### config.mk
export PLATFORM = sky130hd
export DESIGN_NAME = rams_bank_dispatch
export DESIGN_NICKNAME = d
export VERILOG_FILES = /design/src/rtl/rams_bank_dispatch.sv
export SDC_FILE = /design/constraint.sdc
export NUM_CORES = 1
export LEC_CHECK = 0
export CAP_MARGIN = 20
export CORE_MARGIN = 2
export CORE_UTILIZATION = 46
export DETAILED_ROUTE_END_ITERATION = 8
export PLACE_DENSITY = 0.85
export SYNTH_ARGS = -nofsm -noshare
export SYNTH_HDL_FRONTEND = slang
export SYNTH_SLANG_ARGS = --single-unit
export TNS_END_PERCENT = 5
### constraint.sdc
create_clock -name clk -period 14 [get_ports clk]
set_input_delay 1.4 -clock clk [delete_from_list [all_inputs] [get_ports clk]]
set_output_delay 1.4 -clock clk [all_outputs]
set_load 0.01 [all_outputs]
### src/rtl/rams_bank_dispatch.sv
// rams_bank_dispatch
// Dispatches valid/ready requests from NUM_PORTS requesters onto NUM_RAMS
// single-port, read-first, registered-output RAM banks. Each bank has its own
// round-robin arbiter. The bank controls are registered. Every accepted access
// returns a one-cycle response pulse to its originating port exactly two
// cycles after the accept edge.
//
// Ports
//   clk, rst        : clock; asynchronous active-high reset
//   req_valid/ready : per-port handshake (ready is combinational)
//   req_we/bank/addr/din : per-port access fields
//   ram_ena/we/addr/din  : registered per-bank RAM controls
//   ram_dout        : per-bank RAM read data (valid one cycle after ena)
//   rsp_valid/data  : per-port response pulse and held data
//   conflict_cnt    : saturating count of cycles with a denied request
module rams_bank_dispatch #(
    parameter int NUM_RAMS  = 2,
    parameter int NUM_PORTS = 2,
    parameter int A_WID     = 10,
    parameter int D_WID     = 32,
    parameter int B_WID     = $clog2(NUM_RAMS)
) (
    input  logic                                clk,
    input  logic                                rst,
    input  logic [NUM_PORTS-1:0]                req_valid,
    output logic [NUM_PORTS-1:0]                req_ready,
    input  logic [NUM_PORTS-1:0]                req_we,
    input  logic [NUM_PORTS-1:0][B_WID-1:0]     req_bank,
    input  logic [NUM_PORTS-1:0][A_WID-1:0]     req_addr,
    input  logic [NUM_PORTS-1:0][D_WID-1:0]     req_din,
    output logic [NUM_RAMS-1:0]                 ram_ena,
    output logic [NUM_RAMS-1:0]                 ram_we,
    output logic [NUM_RAMS-1:0][A_WID-1:0]      ram_addr,
    output logic [NUM_RAMS-1:0][D_WID-1:0]      ram_din,
    input  logic [NUM_RAMS-1:0][D_WID-1:0]      ram_dout,
    output logic [NUM_PORTS-1:0]                rsp_valid,
    output logic [NUM_PORTS-1:0][D_WID-1:0]     rsp_data,
    output logic [15:0]                         conflict_cnt
);

    localparam int P_WID = $clog2(NUM_PORTS);

    // Arbitration state and issue registers
    logic [NUM_RAMS-1:0][P_WID-1:0]  r_rr_ptr;
    logic [NUM_RAMS-1:0]             r_ena;
    logic [NUM_RAMS-1:0]             r_we;
    logic [NUM_RAMS-1:0][A_WID-1:0]  r_addr;
    logic [NUM_RAMS-1:0][D_WID-1:0]  r_din;

    // Tag pipeline: stage 1 rides with the issue register, stage 2 with ram_dout
    logic [NUM_RAMS-1:0]             r_t1_vld;
    logic [NUM_RAMS-1:0][P_WID-1:0]  r_t1_port;
    logic [NUM_RAMS-1:0]             r_t2_vld;
    logic [NUM_RAMS-1:0][P_WID-1:0]  r_t2_port;

    // Response and statistics registers
    logic [NUM_PORTS-1:0]            r_rsp_vld;
    logic [NUM_PORTS-1:0][D_WID-1:0] r_rsp_data;
    logic [15:0]                     r_cnt;

    logic [NUM_RAMS-1:0]             w_gnt_vld;
    logic [NUM_RAMS-1:0][P_WID-1:0]  w_gnt_port;
    logic [NUM_RAMS-1:0][P_WID-1:0]  w_nxt_ptr;
    logic [NUM_PORTS-1:0]            w_ready;
    logic [NUM_PORTS-1:0]            w_rsp_hit;
    logic [NUM_PORTS-1:0][D_WID-1:0] w_rsp_dat;
    logic                            w_conflict;

    // Per-bank round-robin: scan ports cyclically starting at rr_ptr.
    // A port names exactly one bank, so it can win in at most one bank.
    // Bank indices >= NUM_RAMS never match any b and therefore never win.
    always_comb begin
        int p;
        p          = 0;
        w_gnt_vld  = '0;
        w_gnt_port = '0;
        w_nxt_ptr  = r_rr_ptr;
        w_ready    = '0;
        for (int b = 0; b < NUM_RAMS; b++) begin
            for (int k = 0; k < NUM_PORTS; k++) begin
                p = int'(r_rr_ptr[b]) + k;
                if (p >= NUM_PORTS) p = p - NUM_PORTS;
                if (!w_gnt_vld[b] && req_valid[p] && (int'(req_bank[p]) == b)) begin
                    w_gnt_vld[b]  = 1'b1;
                    w_gnt_port[b] = P_WID'(p);
                    w_ready[p]    = 1'b1;
                    w_nxt_ptr[b]  = (p == NUM_PORTS - 1) ? '0 : P_WID'(p + 1);
                end
            end
        end
        if (rst) w_ready = '0;
    end

    // Route each bank's read data back to the port that issued the access
    always_comb begin
        w_rsp_hit = '0;
        w_rsp_dat = r_rsp_data;
        for (int p = 0; p < NUM_PORTS; p++) begin
            for (int b = 0; b < NUM_RAMS; b++) begin
                if (r_t2_vld[b] && (int'(r_t2_port[b]) == p)) begin
                    w_rsp_hit[p] = 1'b1;
                    w_rsp_dat[p] = ram_dout[b];
                end
            end
        end
    end

    assign w_conflict = |(req_valid & ~w_ready);

    always_ff @(posedge clk or posedge rst) begin
        if (rst) begin
            r_rr_ptr   <= '0;
            r_ena      <= '0;
            r_we       <= '0;
            r_addr     <= '0;
            r_din      <= '0;
            r_t1_vld   <= '0;
            r_t2_vld   <= '0;
            r_rsp_vld  <= '0;
            r_rsp_data <= '0;
            r_cnt      <= '0;
        end else begin
            r_rr_ptr <= w_nxt_ptr;
            // Issue stage: address/data hold when the bank is idle
            for (int b = 0; b < NUM_RAMS; b++) begin
                r_ena[b] <= w_gnt_vld[b];
                r_we[b]  <= w_gnt_vld[b] & req_we[w_gnt_port[b]];
                if (w_gnt_vld[b]) begin
                    r_addr[b] <= req_addr[w_gnt_port[b]];
                    r_din[b]  <= req_din[w_gnt_port[b]];
                end
            end
            // Tag stages advance every cycle, no stall
            r_t1_vld <= w_gnt_vld;
            r_t2_vld <= r_t1_vld;
            // Response stage
            r_rsp_vld  <= w_rsp_hit;
            r_rsp_data <= w_rsp_dat;
            if (w_conflict && (r_cnt != 16'hFFFF)) r_cnt <= r_cnt + 16'd1;
        end
    end

    // Tag port indices are qualified by the valids, so they need no reset
    always_ff @(posedge clk) begin
        r_t1_port <= w_gnt_port;
        r_t2_port <= r_t1_port;
    end

    assign req_ready    = w_ready;
    assign ram_ena      = r_ena;
    assign ram_we       = r_we;
    assign ram_addr     = r_addr;
    assign ram_din      = r_din;
    assign rsp_valid    = r_rsp_vld;
    assign rsp_data     = r_rsp_data;
    assign conflict_cnt = r_cnt;

endmodule

=== After elaboration in Yosys (flattened, before gate mapping) ===
Cells that the tools add are included.

* Bits of input ports: 156
* Flip-flop bits (word level): 178

* Add/subtract/negate cells: 11
* Equal/unequal tests: 5
* Magnitude comparators: 14
* Muxes and demuxes: 77
* Bitwise operators: 11
* Reductions and logical operators: 22

{| class="wikitable"
|+ Operators with widths
! kind !! count
|-
| 32-bit two-way mux || 12
|-
| 32-bit by 2-bit equality test with 1-bit output (second input constant) || 4
|-
| 32-bit by 1-bit greater-or-equal comparator with 1-bit output (second input constant) || 4
|-
| 32-bit by 3-bit less-than comparator with 1-bit output (second input constant) || 4
|-
| 1-bit two-way mux || 52
|-
| 10-bit two-way mux || 4
|-
| 16-bit by 1-bit adder with 16-bit output (second input constant) || 1
|-
| 16-bit inequality test (second input constant) || 1
|-
| 1-bit logical AND || 15
|-
| 2-bit two-way mux || 5
|-
| 2-bit nonzero test || 4
|-
| 2-bit bitwise OR || 3
|-
| 1-bit by 2-bit subtractor with 3-bit output (second input constant) || 2
|-
| 2-bit by 2-bit subtractor with 3-bit output (second input constant) || 2
|-
| 1-bit adder (second input constant) || 4
|-
| 1-bit by 1-bit adder with 2-bit output (second input constant) || 2
|-
| 1-bit demux with 1-bit select || 4
|-
| 1-bit by 2-bit greater-or-equal comparator with 1-bit output (second input constant) || 2
|-
| 2-bit greater-or-equal comparator (second input constant) || 2
|-
| 1-bit by 2-bit less-than comparator with 1-bit output (second input constant) || 2
|-
| 1-bit NOT || 4
|-
| 1-bit AND || 2
|-
| 2-bit AND || 1
|-
| 1-bit logical NOT || 2
|-
| other kinds (2) || 2
|}

=== Depth between registers and ports, before layout ===
Gate-level depths: netlist of the first run.

* Word-level depth: 21
* Depth in mapped cells: 7

=== Worst setup path after synthesis of the first run ===
Ideal clock, no wire load.

* Path kind: input to output
* Start point: in rst
* End point: out req_ready[0]
* Buffers on the path: 0
* Arrival: 5.971 ns
* Stages: 3
* Setup slack: 6.629 ns
* Required time: 12.600 ns
* Cell sequence: inv_1 > nand4_1 > nand2_1

* Longest elaborated chain between the ends: 1

{| class="wikitable"
|+ RTL lines
! element !! RTL line !! source
|-
| from (decl) || 24 || <nowiki>input logic rst,</nowiki>
|-
| 2-bit two-way mux || 91 || <nowiki>if (rst) w_ready = '0;</nowiki>
|-
| to (decl) || 26 || <nowiki>output logic [NUM_PORTS-1:0] req_ready,</nowiki>
|}

No other way between the ends.

=== Worst setup path after layout of the first run ===
Same ends and word-level chain as after synthesis.

==> results of run 1 <==
## cells in the final DEF (no fill, tap or decap), types with 5 or more instances in the layout
cell type        instances
o21ai_0                 65
clkinvlp_4               5
mux2i_1                 64
dfrtp_1                174
nand2_1                 72
inv_1                    8
clkdlybuf4s50_1        327
nor2_1                 170
clkbuf_16               17
nand3_1                  9
buf_4                    6
xor2_1                  12
o22ai_1                 84
## worst max path at each step
stage,endpoint,slack [ns],cells past startpoint
final,req_ready[0],8.96,5
after global routing,req_ready[0],8.75,5
after CTS,req_ready[0],8.90,5
after detailed placement,req_ready[0],8.91,5
after global placement,req_ready[0],8.90,5
after floorplan,req_ready[0],6.63,3
## state kept, by name, summed over array words and instances (netlist names)
signal and cells:
r_t1_port 2, r_rr_ptr 2, ram_din 64, rsp_valid 2
r_t2_port 2, rsp_data 64, conflict_cnt 16, r_t1_vld 2
ram_we 2, ram_addr 20, r_t2_vld 2
## cell type report
type	count	area (sq um)
clock buffer	18	439.2
clock inverter	13	160.2
tap	220	275.3
timing repair buffer	335	3358
sequential	178	4434
multi-input combinational	527	3055
fill	1183	4705
inverter	9	38.79
## power by group through the flow
stage,Clock [mW],Combinational [mW],Sequential [mW]
after floorplan,0,0.141,0.720
after global placement,0,0.465,0.682
after detailed placement,0,0.474,0.685
after CTS,0.492,0.478,0.677
after global routing,0.512,0.512,0.690
final,0.484,0.476,0.677
## metal layers
layer | vias up | wire [um] | track usage [%]
met5 | - | 0 | 0
met2 | 324 | 11890 | 46.46
met3 | 60 | 2392 | 10.08
met4 | 0 | 971 | 12.29
li1 | 3259 | - | -
met1 | 3405 | 9627 | 33.69
## cell usage after synthesis, types with 3 or more instances
| library cell | instances | area share, % |
|---|---|---|
| buf_1 | 3 | 0.15 |
| buf_2 | 11 | 0.72 |
| clkbuf_1 | 30 | 1.5 |
| dfrtp_1 | 174 | 57 |
| dfxtp_1 | 4 | 1.0 |
| inv_1 | 9 | 0.44 |
| mux2i_1 | 64 | 8.3 |
| nand2_1 | 74 | 3.6 |
| nand3_1 | 10 | 0.65 |
| nand4_1 | 4 | 0.33 |
| nand4b_1 | 3 | 0.34 |
| nor2_1 | 171 | 8.4 |
| nor3_1 | 4 | 0.26 |
| nor3_2 | 4 | 0.52 |
| o21ai_0 | 65 | 4.2 |
| o22ai_1 | 84 | 6.8 |
| xor2_1 | 12 | 1.4 |
## critical path, delay by kind of cell
family	cells	cell delay, ns
buf+inv	3	1.76
simple gates	2	0.47
## stage by stage
| stage | utilization, % | setup WS [ns] | area (sq um) |
|---|---|---|---|
| 2_1_floorplan | - | 6.629 | 7672 |
| 3_3_place_gp | 67.55 | 8.899 | 11120 |
| 3_5_place_dp | 67.67 | 8.908 | 11140 |
| 4_1_cts | 71.31 | 8.899 | 11740 |
| 5_1_grt | 71.43 | 8.750 | 11760 |
| 6_report | 71.43 | 8.961 | 11760 |
## logic make-up after synthesis
kind of cell	Yosys count	synth area share (%)
compound gates	156	12.25
xor+xnor	14	1.598
fa+ha+maj	1	0.1631
buf+inv	55	3.017
flops	178	57.80
mux	66	8.643
simple gates	290	16.54
==> flow_summary.yaml, run 1 <==
hold_path:
  hold_end: "r_t2_port[0]"
  min_delay_path_depth: 0
  hold_class: "flop to flop"
  hold_start: "r_t1_port[0]"
pwr:
  p_int_mw: 1.152
  power_leakage_nw: 5.022
  p_sw_share_pct: 29.68
  clkPwrFrac_pct: 29.6
  power_density_nw_per_um2: 139.2
  vdd_drop_max_mv: 0.1142
  power_mw: 1.638
  sequentialPowerShare_pct: 41.4
  power.switching_mw: 0.4861
  comb_power_share_pct: 29.1
timing:
  worst_slew_pin_slew_ns: 1.051
  final-hold-violation-count: 0
  slew-limit-headroom_pct: 29.83
  min_period_over_period_pct: 35.99
  final-setup-viol-count: 0
  drv_slew: 0
  layout_min_cycle_time_ns: 5.039
  rsz0062_at_grt: "false"
  finalClockSkew_ns: 0.006703
  maxClockFrequency_mhz: 198.5
  holdWs_ns: 0.3285
  setup_tns_ns: 0
global_routing:
  grt_max_degree: 101
  grt_pass1_wl_mm: 38.76
  grt_util_all_layers_pct: 28.24
  grt_pass1_vias: 7167
  antenna_found_initial: 0
  grt.overflow.total: 0
synthesis:
  syn_area_sq_um: 7672
  postSynth.asyncResetShare_pct: 97.75
  avgSynthCellArea_sq_um: 10.10
  yosysSeqAreaShare_pct: 57.80
  ys_types: 45
  synth_ff_type: "dfrtp_1"
  syn_inst: 760
  ys_ff_latch: 178
  synth_fp_nets: 917
  ys_warn_count: 0
  synth_edf_count: 0
clocking:
  cts_hold_buf: 0
  ctsLongestPathBuffers: 2
  cts.sinks: 178
  cts_root_buf: "clkbuf_16"
  numCtsBuffers: 17
  post_cts_resized: 0
  clk_latency_ns: 0.42
  h-tree-depth: 4
  clk_pin_slew_ns: 0.06
  cts_tree: "done"
  postCtsSetupBuffers: 0
placement:
  portBuffers: 327
  gp_congestion: 0.8428
  hpwl_mm: 17.54
  placed_cells: 1268
setup_path:
  worstPathRequired_ns: 12.60
  r2r-end: "rsp_data[42]"
  worstPathCellList: "clkdlybuf4s50_1, inv_6, nand4_1, nand2_1, clkdlybuf4s50_1"
  crit_arrival_ns: 3.64
  crit_start: "rst"
  endpoint_kind: "output pin"
  crit_path_max_incr_delay_ns: 0.68
  r2r_cells: 4
  crit_top_cell: "clkdlybuf4s50_1"
  path_max_fanout: 100
  startpoint_type: "input port"
  slowest_stage: "inv_6"
  critPathKind: "input port to output pin"
  r2r-start: "r_t2_vld[1]"
  r2r_slack_ns: 11.63
drt:
  dr.pass1.iters: 4
  antenna_left: 0
  viasPerCell: 5.422
  dr_total_vias: 7048
  wl_mm: 24.88
  drt_drc_violations_left: 0
  routedWlPerCell_um: 19.14
  drtIter0Drc: 367
floorplan:
  core_area_sq_um: 16470
  pin_count: 328
  design.die.area_sq_um: 17730
  start_util_pct: 46.60
  fp.dieH_um: 133.1
  die_x_um: 133.1
  num_rows: 47
cells_and_area:
  drive_gt1_share_pct: 5.833
  antenna_cells: 0
  syn2layout_area_growth_pct: 53.29
  layout.nets: 1225
  finalNonFillerCells: 1300
run:
  maxCapViolations: 0
outcome:
  outcome: "completed"
Power figures use the tool's default switching activity.
==> run 2, diff against run 1 <==
CORE_UTILIZATION = 43   (was 46)
PLACE_DENSITY = 0.8   (was 0.85)
clock period = 4.9 ns   (was 14 ns; I/O delays follow)
==> run 2 against run 1 <==
Total power grew to 2.9 times the previous value. Count of clock-buffer cells in the layout increased by 1. Worst setup slack got worse by 7.1 ns. Non-clock buffer count grew 3. Utilization is 3.5 points lower. Final cell count up 0.69%. Clock power increased to 2.9 times the previous value. Combinational power rose to 2.8 times the previous value. Register-to-register slack got worse by 9.4 ns. Sequential share of layout area is 0.12 points lower. Design area up 0.31%.
==> flow_summary.yaml, run 2 (same netlist as run 1, synthesis figures left out) <==
outcome:
  outcome: "completed"
cells_and_area:
  layout.nets: 1228
  layout_common_cells: "clkdlybuf4s50_1, dfrtp_1, nor2_1"
  syn2layout_area_growth_pct: 53.77
  drive_gt1_share_pct: 5.904
  fillers: 1403
  final_common_cell: "clkdlybuf4s50_1"
  final_core_util_pct: 67.97
  multi_input_area_sq_um: 3048
  seqCellArea_sq_um: 4434
  final_area_sq_um: 11800
  antenna_cells: 0
placement:
  gp_congestion: 0.9099
  place_area_sq_um: 11160
  hpwl_mm: 17.58
  portBuffers: 327
timing:
  final-hold-violation-count: 0
  maxClockFrequency_mhz: 333.1
  worst_slew_pin_slew_ns: 1.116
  final-setup-viol-count: 0
  setup_tns_ns: 0
  rsz0062_at_grt: "false"
  drv_slew: 0
  finalClockSkew_ns: 0.009256
  slew-limit-headroom_pct: 25.33
  layout_min_cycle_time_ns: 3.002
  min_period_over_period_pct: 61.27
run:
  maxCapViolations: 0
global_routing:
  grt.overflow.total: 0
  grt_max_degree: 65
  antenna_found_initial: 0
  grt_pass1_wl_mm: 37.12
  grt_util_all_layers_pct: 26.02
  grt_pass1_vias: 6871
drt:
  drtIter0Drc: 321
  viasPerCell: 5.304
  dr.pass1.iters: 5
  drt_drc_violations_left: 0
  dr_total_vias: 6943
  routedWlPerCell_um: 18.80
  antenna_left: 0
  wl_mm: 24.61
setup_path:
  worstPathRequired_ns: 4.41
  crit_path_max_incr_delay_ns: 0.52
  startpoint_type: "input port"
  r2r_slack_ns: 2.23
  crit_start: "rst"
  crit_buf_inv: 3
  slowest_stage: "clkdlybuf4s50_1"
  crit_top_cell: "clkdlybuf4s50_1"
  r2r-start: "r_t2_vld[1]"
  r2r-end: "rsp_data[59]"
  r2r_cells: 3
  endpoint_kind: "output pin"
  worstPathCellList: "clkdlybuf4s50_1, clkinvlp_4, nand4_1, nand2_1, clkdlybuf4s50_1"
  critPathKind: "input port to output pin"
  crit_arrival_ns: 2.51
  path_max_fanout: 27
  path_delay_family: "buffers and inverters"
hold_path:
  hold_end: "r_t2_port[1]"
  min_delay_path_depth: 0
  hold_start: "r_t1_port[1]"
  hold_class: "flop to flop"
clocking:
  post_cts_resized: 0
  ctsLongestPathBuffers: 2
  clk_latency_ns: 0.42
  numCtsBuffers: 17
  cts_tree: "done"
  postCtsSetupBuffers: 0
  cts_root_buf: "clkbuf_16"
  cts.sinks: 178
  h-tree-depth: 4
  cts_hold_buf: 0
  clk_pin_slew_ns: 0.06
pwr:
  power_density_nw_per_um2: 399.7
  power_leakage_nw: 5.055
  vdd_drop_max_mv: 0.3050
floorplan:
  pin_count: 328
  num_rows: 48
  fp.dieH_um: 137.6
  die_x_um: 137.6
  design.die.area_sq_um: 18930
  core_area_sq_um: 17360
  start_util_pct: 44.20
==> run 2: changes by cell type in the layout (fill, tap and decap cells not counted) <==
cell / before / now
clkinvlp_4: 5 / 1
buf_4: 6 / 9
clkinv_4: 0 / 3
clkbuf_1: 0 / 1
clkinv_2: 3 / 2
inv_6: 3 / 4
inv_8: 0 / 1
nand2_1: 72 / 73
nand2_2: 2 / 1
nand3_1: 9 / 10
nand3_2: 2 / 1
==> run 2: layout make-up <==
| class | count | area share (%) |
|---|---|---|
| Tap cell | 225 | 2.386 |
| Clock buffer | 19 | 3.754 |
| Timing Repair Buffer | 338 | 28.66 |
| Multi-Input combinational cell | 527 | 25.84 |
| Sequential cell | 178 | 37.59 |
| Inverter | 9 | 0.3182 |
| Clock inverter | 13 | 1.464 |
==> run 2: worst reg2reg max path: stages (launching register included) <==
cell and delay [ns]:
dfrtp_1 0.39, nand2_2 0.79, and2_2 1.03, o21ai_0 0.29
==> run 2: power breakdown <==
part,switching [mW],internal (mW),leakage (nW)
logic,0.610,0.742,2.71
clock network,0.593,0.828,0.305
registers,0.207,1.74,2.04
==> run 2: layer usage <==
layer | track usage [%] | part of all wire, % | routed length (um)
met1 | 30.09 | 37 | 9165
met2 | 42.21 | 47 | 11640
met3 | 9.750 | 11 | 2653
met4 | 13.46 | 4.7 | 1158
met5 | 0 | 0 | 0
==> run 2: how the worst max path moves through the flow <==
stage                       endpoint  cells past startpoint  slack [ns]
global route            req_ready[0]                      5        1.73
finish                  req_ready[0]                      5        1.90
detailed placement      req_ready[0]                      5        1.84
CTS                     req_ready[0]                      5        1.84
global placement        req_ready[0]                      5        1.87
floorplan           conflict_cnt[10]                      5        0.32
==> run 2: through the flow <==
stage,worst slack [ns],power (mW),cells,hold WS [ns]
final,1.898,4.715,1309,0.3295
after global routing,1.733,4.944,1309,0.3419
after CTS,1.842,4.746,1308,0.3336
after detailed placement,1.837,3.314,1276,0.3184
after global placement,1.867,3.281,1275,0.3106
after floorplan,0.3180,2.461,760,0.3096
==> run 3, diff against run 2 <==
CORE_UTILIZATION = 39   (was 43)
PLACE_DENSITY = 0.77   (was 0.8)
clock period = 2.75 ns   (was 4.9 ns; I/O delays follow)
==> run 3 against run 2 <==
Via count fell by 0.40%. Worst setup slack worse by 1.4 ns. Largest cell class unchanged. Global-route usage decreased by 3.1 points. Utilization shrank 6.1 points. Total power is 81% higher. Highest routed layer unchanged. Wire length is 1.4% lower. Largest power group unchanged. Final cell count up 3.3%. First-iteration DRC count shrank 14%. Design area rose by 1.7%. Register-to-register slack got worse by 1.5 ns. Flip-flop and latch count unchanged.
==> flow_summary.yaml, run 3 (same netlist as run 1, synthesis figures left out) <==
setup_path:
  worstPathRequired_ns: 2.48
  crit_arrival_ns: 1.95
  startpoint_type: "input port"
  r2r-end: "conflict_cnt[1]"
  r2r_cells: 6
  path_max_fanout: 5
  setup.worst_path.end: "req_ready[1]"
  endpoint_kind: "output pin"
  crit_start: "req_valid[0]"
  r2r-start: "conflict_cnt[0]"
  critPathKind: "input port to output pin"
  r2r_slack_ns: 0.74
cells_and_area:
  antenna_cells: 0
  final_area_sq_um: 11990
  drive_gt1_share_pct: 6.716
  syn2layout_area_growth_pct: 56.31
  finalNonFillerCells: 1352
  layout_common_cells: "clkdlybuf4s50_1, dfrtp_1, nor2_1"
  final_common_cell: "clkdlybuf4s50_1"
  layout.nets: 1232
pwr:
  power_leakage_nw: 5.110
  vdd_drop_max_mv: 0.4155
  power_mw: 8.535
  power_density_nw_per_um2: 711.7
clocking:
  cts_hold_buf: 0
  post_cts_resized: 0
  clk_latency_ns: 0.43
  h-tree-depth: 4
  postCtsSetupBuffers: 0
  cts.sinks: 178
  numCtsBuffers: 17
  cts_root_buf: "clkbuf_16"
  ctsLongestPathBuffers: 2
  clk_pin_slew_ns: 0.06
  cts_tree: "done"
timing:
  layout_min_cycle_time_ns: 2.223
  drv_slew: 0
  holdWs_ns: 0.3268
  min_period_over_period_pct: 80.84
  slew-limit-headroom_pct: 49.77
  final-setup-viol-count: 0
  final-hold-violation-count: 0
  finalClockSkew_ns: 0.01486
  rsz0062_at_grt: "false"
  maxClockFrequency_mhz: 449.8
  worst_slew_pin_slew_ns: 0.7534
outcome:
  outcome: "completed"
hold_path:
  hold_class: "flop to flop"
  hold_start: "r_t1_port[1]"
drt:
  drtIter0Drc: 275
  antenna_left: 0
  viasPerCell: 5.115
  wl_mm: 24.26
  drt_drc_violations_left: 0
  dr.pass1.iters: 4
  dr_total_vias: 6915
  routedWlPerCell_um: 17.95
placement:
  place_area_sq_um: 11350
  hpwl_mm: 16.93
  gp_congestion: 0.8616
  portBuffers: 327
  placed_cells: 1321
global_routing:
  grt_pass1_wl_mm: 36.60
  grt_max_degree: 136
  grt_util_all_layers_pct: 22.97
  antenna_found_initial: 0
  grt.overflow.total: 0
  grt_pass1_vias: 6747
floorplan:
  start_util_pct: 39.55
  core_area_sq_um: 19400
  fp.dieH_um: 144.3
  design.die.area_sq_um: 20810
  pin_count: 328
  num_rows: 51
  die_x_um: 144.3
run:
  maxCapViolations: 0
==> run 3: area by class of cell <==
class / instances / area [sq um]
fill: 1596 / 7406
sequential: 178 / 4434
timing repair buffer: 342 / 3473
multi-input combinational: 527 / 3069
clock buffer: 19 / 452.9
tap: 265 / 331.6
clock inverter: 12 / 193.9
inverter: 9 / 37.54
==> run 3: routing by layer <==
layer	track usage, %	vias to the layer above	routed length (um)
li1	-	3266	-
met1	28.26	3293	9498
met2	36.72	323	11470
met3	9.272	33	2695
met4	8.176	0	597
met5	0	-	0
==> run 3: where the power goes <==
part / total (mW) / switching, mW / internal, mW
combinational: 2.43 / 1.09 / 1.34
sequential: 3.44 / 0.351 / 3.09
clock: 2.66 / 1.07 / 1.59
total: 8.54 / 2.51 / 6.03
==> run 3: per-stage QoR <==
| stage | setup TNS [ns] | utilization [%] | setup WS (ns) |
|---|---|---|---|
| after global routing | 0 | 61.82 | 0.4745 |
| after CTS | 0 | 61.82 | 0.5330 |
| after detailed placement | 0 | 58.49 | 0.4007 |
| final | 0 | 61.82 | 0.5269 |
| after floorplan | -25.51 | - | -1.565 |
| after global placement | 0 | 58.49 | 0.4493 |
==> run 3: worst min-delay path by stage <==
stage | endpoint | slack [ns] | depth (start not counted)
after detailed placement | r_t2_port[1] | 0.31 | 0
after global routing | r_t2_port[1] | 0.33 | 0
after CTS | r_t2_port[1] | 0.33 | 0
final | r_t2_port[1] | 0.33 | 0
after global placement | r_t2_port[1] | 0.31 | 0
after floorplan | r_t2_port[0] | 0.31 | 0
==> run 3: critical path: stages <==
cell,delay [ns]
clkdlybuf4s50_1,0.55
buf_4,0.19
nand2b_4,0.08
o311ai_4,0.29
inv_1,0.07
clkdlybuf4s50_1,0.48
